==> src/rtl/reset_sequencer.sv <==
// Power-on reset sequencer: synchronises reset release and PLL lock, holds all
// channels in reset for a settle period, then releases them one by one.
module reset_sequencer #(
  parameter int                 NUM_OUT        = 4,
  parameter int                 SYNC_STAGES    = 2,
  parameter int                 LOCK_FILTER    = 4,
  parameter int                 HOLD_CYCLES    = 16,
  parameter int                 STAGE_GAP      = 8,
  parameter logic [NUM_OUT-1:0] OUT_RST_ACTIVE = {NUM_OUT{1'b1}}
) (
  input  logic               i_clk,
  input  logic               i_arstn,
  input  logic               i_lock,
  input  logic               i_sw_rst,
  output logic [NUM_OUT-1:0] o_srst,
  output logic               o_ready,
  output logic [2:0]         o_state
);

  localparam int LW = $clog2(LOCK_FILTER + 1);
  localparam int HW = $clog2(HOLD_CYCLES + 1);
  localparam int GW = $clog2(STAGE_GAP + 1);
  localparam int IW = (NUM_OUT > 1) ? $clog2(NUM_OUT) : 1;

  typedef enum logic [2:0] {
    ST_RESET     = 3'd0,
    ST_WAIT_LOCK = 3'd1,
    ST_HOLD      = 3'd2,
    ST_RELEASE   = 3'd3,
    ST_RUN       = 3'd4
  } state_e;

  logic [SYNC_STAGES-1:0] rsync_q;
  logic [1:0]             lsync_q;
  logic [LW-1:0]          lcnt_q, lcnt_d;
  logic                   rst_done, lock_ok;

  state_e               state_q, state_d;
  logic [HW-1:0]        hcnt_q, hcnt_d;
  logic [GW-1:0]        gcnt_q, gcnt_d;
  logic [IW-1:0]        idx_q, idx_d;
  logic [NUM_OUT-1:0]   rel_q, rel_d;
  logic                 ready_q, ready_d;
  logic [NUM_OUT-1:0]   srst_q;

  // Reset release is delayed through the chain; assertion is immediate.
  always_ff @(posedge i_clk or negedge i_arstn) begin
    if (!i_arstn) begin
      rsync_q <= '0;
      lsync_q <= '0;
      lcnt_q  <= '0;
    end else begin
      rsync_q <= {rsync_q[SYNC_STAGES-2:0], 1'b1};
      lsync_q <= {lsync_q[0], i_lock};
      lcnt_q  <= lcnt_d;
    end
  end

  assign rst_done = rsync_q[SYNC_STAGES-1];
  assign lock_ok  = (lcnt_q == LW'(LOCK_FILTER));

  always_comb begin
    lcnt_d = lcnt_q;
    if (!lsync_q[1])   lcnt_d = '0;
    else if (!lock_ok) lcnt_d = lcnt_q + LW'(1);
  end

  always_comb begin
    state_d = state_q;
    hcnt_d  = hcnt_q;
    gcnt_d  = gcnt_q;
    idx_d   = idx_q;
    rel_d   = rel_q;
    ready_d = ready_q;
    case (state_q)
      ST_RESET: if (rst_done) state_d = ST_WAIT_LOCK;
      ST_WAIT_LOCK: if (lock_ok) begin
        state_d = ST_HOLD;
        hcnt_d  = '0;
      end
      ST_HOLD: begin
        if (hcnt_q == HW'(HOLD_CYCLES - 1)) begin
          rel_d[0] = 1'b1;
          gcnt_d   = '0;
          idx_d    = IW'(1);
          if (NUM_OUT == 1) begin
            state_d = ST_RUN;
            ready_d = 1'b1;
          end else begin
            state_d = ST_RELEASE;
          end
        end else begin
          hcnt_d = hcnt_q + HW'(1);
        end
      end
      ST_RELEASE: begin
        if (gcnt_q == GW'(STAGE_GAP - 1)) begin
          rel_d[idx_q] = 1'b1;
          gcnt_d       = '0;
          if (idx_q == IW'(NUM_OUT - 1)) begin
            state_d = ST_RUN;
            ready_d = 1'b1;
          end else begin
            idx_d = idx_q + IW'(1);
          end
        end else begin
          gcnt_d = gcnt_q + GW'(1);
        end
      end
      ST_RUN: ;
      default: state_d = ST_RESET;
    endcase

    // Lock loss outranks a software reset request.
    if (state_q inside {ST_WAIT_LOCK, ST_HOLD, ST_RELEASE, ST_RUN}) begin
      if (!lock_ok) begin
        state_d = ST_WAIT_LOCK;
        rel_d   = '0;
        ready_d = 1'b0;
        hcnt_d  = '0;
        gcnt_d  = '0;
        idx_d   = '0;
      end else if (i_sw_rst && state_q != ST_WAIT_LOCK) begin
        state_d = ST_HOLD;
        rel_d   = '0;
        ready_d = 1'b0;
        hcnt_d  = '0;
        gcnt_d  = '0;
        idx_d   = '0;
      end
    end
  end

  always_ff @(posedge i_clk or negedge i_arstn) begin
    if (!i_arstn) begin
      state_q <= ST_RESET;
      hcnt_q  <= '0;
      gcnt_q  <= '0;
      idx_q   <= '0;
      rel_q   <= '0;
      ready_q <= 1'b0;
      srst_q  <= OUT_RST_ACTIVE;
    end else begin
      state_q <= state_d;
      hcnt_q  <= hcnt_d;
      gcnt_q  <= gcnt_d;
      idx_q   <= idx_d;
      rel_q   <= rel_d;
      ready_q <= ready_d;
      srst_q  <= OUT_RST_ACTIVE ^ rel_d;
    end
  end

  assign o_srst  = srst_q;
  assign o_ready = ready_q;
  assign o_state = state_q;

endmodule

==> config.mk <==
export PLATFORM = sky130hd
export DESIGN_NAME = reset_sequencer
export DESIGN_NICKNAME = d
export VERILOG_FILES = /design/src/rtl/reset_sequencer.sv
export SDC_FILE = /design/constraint.sdc
export NUM_CORES = 1
export LEC_CHECK = 0
export ABC_CLOCK_PERIOD_IN_PS = 4000
export CAP_MARGIN = 20
export CORE_UTILIZATION = 45
export DETAILED_ROUTE_END_ITERATION = 10
export GPL_TIMING_DRIVEN = 0
export PLACE_DENSITY_LB_ADDON = 0.08
export SYNTH_ARGS = -nofsm -noshare
export SYNTH_HDL_FRONTEND = slang
export SYNTH_SLANG_ARGS = --single-unit
export TNS_END_PERCENT = 100
==> constraint.sdc <==
create_clock -name i_clk -period 4 [get_ports i_clk]
set_clock_uncertainty 0.15 [all_clocks]
set_input_delay 0.6 -clock i_clk [delete_from_list [all_inputs] [get_ports i_clk]]
set_output_delay 0.6 -clock i_clk [all_outputs]
set_load 0.1 [all_outputs]
==> results_dict.tcl <==
set metrics [dict create \
    cp-end-kind "primary output" \
    clkSlewWorstSetupHoldPaths_ns 0.09 \
    synthCells 144 \
    ir_drop_mv 0.2136 \
    ys_seq_elements 30 \
    slowest_delay_ns 1.21 \
    first_pass_iters 6 \
    grt_use_total_pct 20.92 \
    final_layout_size_suffix_gt1_share_pct 15.85 \
    syn_nets 152 \
    critPathKind "reg -> out" \
    seq_area_frac_synth_pct 51.23 \
    routedWlPerCell_um 14.27 \
    grt_pass1_wl_um 5278 \
    crit_family "buffers and inverters" \
    insertion_delay_ns 0.33 \
    slew_viol_final 0 \
    area_growth_pct 16.54 \
    grt_antenna_before_repair 0 \
    fin_setup_tns_ns 0 \
    row_count 20 \
    die-area_um2 3511 \
    slowest_stage "clkdlybuf4s50_1" \
    cts_tree "built" \
    cts_setup_buffers 0 \
    fp.dieH_um 59.26 \
    max_freq_ghz 0.3549 \
    setup-violations-final 0 \
    worstMarginPinSlew_ns 0.9817 \
    grt_max_degree 22 \
    nets 171 \
    crit_chain "clkdlybuf4s50_1" \
    clock_sinks 30 \
    fillerInstances 305 \
    finish.utilization_pct 55.85 \
    fin_crit_sh_pct 70.45 \
    startpoint_type "register" \
    p_leak_nw 0.7070 \
    vias_per_cell 5.543 \
    period_needed_ns 2.818 \
    start_util_pct 47.93 \
    rsz0062_at_grt "no" \
    p_per_area_nw_per_um2 342.2 \
    port-buffer-count 11 \
    cts_inserted_buffers 5 \
    gp_congestion 0.8159 \
    vias 1153 \
    synth_flop_cell "dfrtp_1" \
    avgSynthCellArea_um2 10.24 \
    cts_max_level 2 \
    die_w_um 59.26 \
    core_area_um2 3078 \
    critPathRequiredTime_ns 3.25 \
    drtAntennaViolNets 0 \
    dp_hpwl_um 2123 \
    synth_cell_types 47 \
    root_buffer "clkbuf_4" \
    grt_pass1_vias 1131 \
    io_pins 12 \
    cp_max_fo 8 \
    clockBufferDepth 2 \
    wl_um 2969 \
    netlist_area_um2 1475 \
    postCtsHoldBufs 0 \
    antenna_cells 0 \
    cts_resized 0 \
    arrival_ns 2.07 \
    async_flop_share_pct 100.0 \
    p_total_uw 588.2 \
    whs_ns 0.2076 \
    gr-total-overflow 0 \
    hold_class "reg -> reg" \
    synth_edf_count 0 \
    ys_warn_count 0 \
    critical_path_buf_inv_count 1 \
    status "finished, final reports clean" \
    slew_headroom_pct 34.35 \
    drc 0 \
    drt-initial-drc-count 24 \
    hold_viol 0 \
    drv_cap 0 \
]
## logic make-up after synthesis
group                      Yosys count  synth area share (%)
adders and majority gates            4                 3.393
other                                1                0.2542
and+or+nand+nor                     57                 22.82
AOI/OAI and AO/OA                   41                 17.47
xor gates and xnor gates             1                0.5938
DFF                                 30                 51.23
buffers and inverters                9                 3.562
muxes                                1                0.6786
## layout by cell type, fill, tap and decap left out, types with 3 or more instances in the layout
cell type        netlist  final
nor3_1                 6      6
o21ai_0               12     12
a31oi_1                3      3
dfstp_2                4      4
inv_1                  5      5
buf_4                  3      3
dfrtp_1               26     26
nand2_1               10     10
clkbuf_4               0      5
a21oi_1               11     11
ha_1                   4      4
nor2_1                16     16
o21ai_1                3      3
clkdlybuf4s50_1        0     11
## cell usage after synthesis, types with 2 or more instances
library cell  instances  area, um2
nand2_1              10      37.54
and3b_1               2      17.52
buf_4                 3      22.52
a211oi_2              2      25.02
dfstp_2               4      105.1
a21oi_1              11      55.05
nand3_1               2      10.01
nor3_1                6      30.03
a31oi_1               3      18.77
and3_1                2      12.51
nor4_1                2      12.51
inv_1                 5      18.77
o21ai_0              12      60.06
nor2_1               16      60.06
o21ai_1               3      15.01
dfrtp_1              26      650.6
nand3b_1              2      15.01
ha_1                  4      50.05
## flip-flops by register name, indices dropped and copies added (netlist names)
register,flops
o_state,3
lsync_q,2
o_ready,1
gcnt_q,4
idx_q,2
rsync_q,2
rel_q,4
o_srst,4
hcnt_q,5
lcnt_q,3
## metal layers
metal  routed length [um]  global-route usage, %  vias to the layer above
met2                 1393                  30.98                       22
li1                     -                      -                      559
met3                  127                  6.550                        6
met1                 1397                  27.54                      566
met4                   50                  10.54                        0
met5                    0                      0                        -
## metrics by stage
step                area (um2)  cells  setup WS (ns)
floorplan                 1475    144          1.846
global placement          1640    199          1.561
detailed placement        1668    200          1.550
CTS                       1719    208          1.175
global route              1719    208          1.113
finish                    1719    208          1.182
## report_power, final
| group | leakage, nW | switching (mW) | internal, mW |
|---|---|---|---|
| clock network | 0.0320 | 0.104 | 0.0668 |
| logic | 0.286 | 0.0654 | 0.0334 |
| registers | 0.389 | 0.00763 | 0.311 |
| total | 0.707 | 0.177 | 0.411 |
## cell type report
class	instances	area (um2)	share of cell area, %
flip-flops and latches	30	755.7	43.96
multi-input cells	105	666.9	38.79
repair buffers	12	137.6	8.006
well taps	44	55.05	3.202
clock buffers	6	41.29	2.402
plain buffers	4	33.78	1.965
inverters	5	18.77	1.092
clock inverters	2	10.01	0.5822
## worst paths after layout
check | start | slack [ns] | endpoint | cells past startpoint
min in group asynchronous | i_arstn | 0.47 | hcnt_q[3] | 1
worst min register to register | rsync_q[0] | 0.21 | rsync_q[1] | 0
max in group asynchronous | i_arstn | 2.66 | o_srst[2] | 2
worst max-delay path | o_state[1] | 1.18 | o_state[1] | 1
worst max register to register | lcnt_q[0] | 2.15 | hcnt_q[3] | 6
worst min-delay path | rsync_q[0] | 0.21 | rsync_q[1] | 0
No activity file was read; power rests on OpenSTA's default activity.
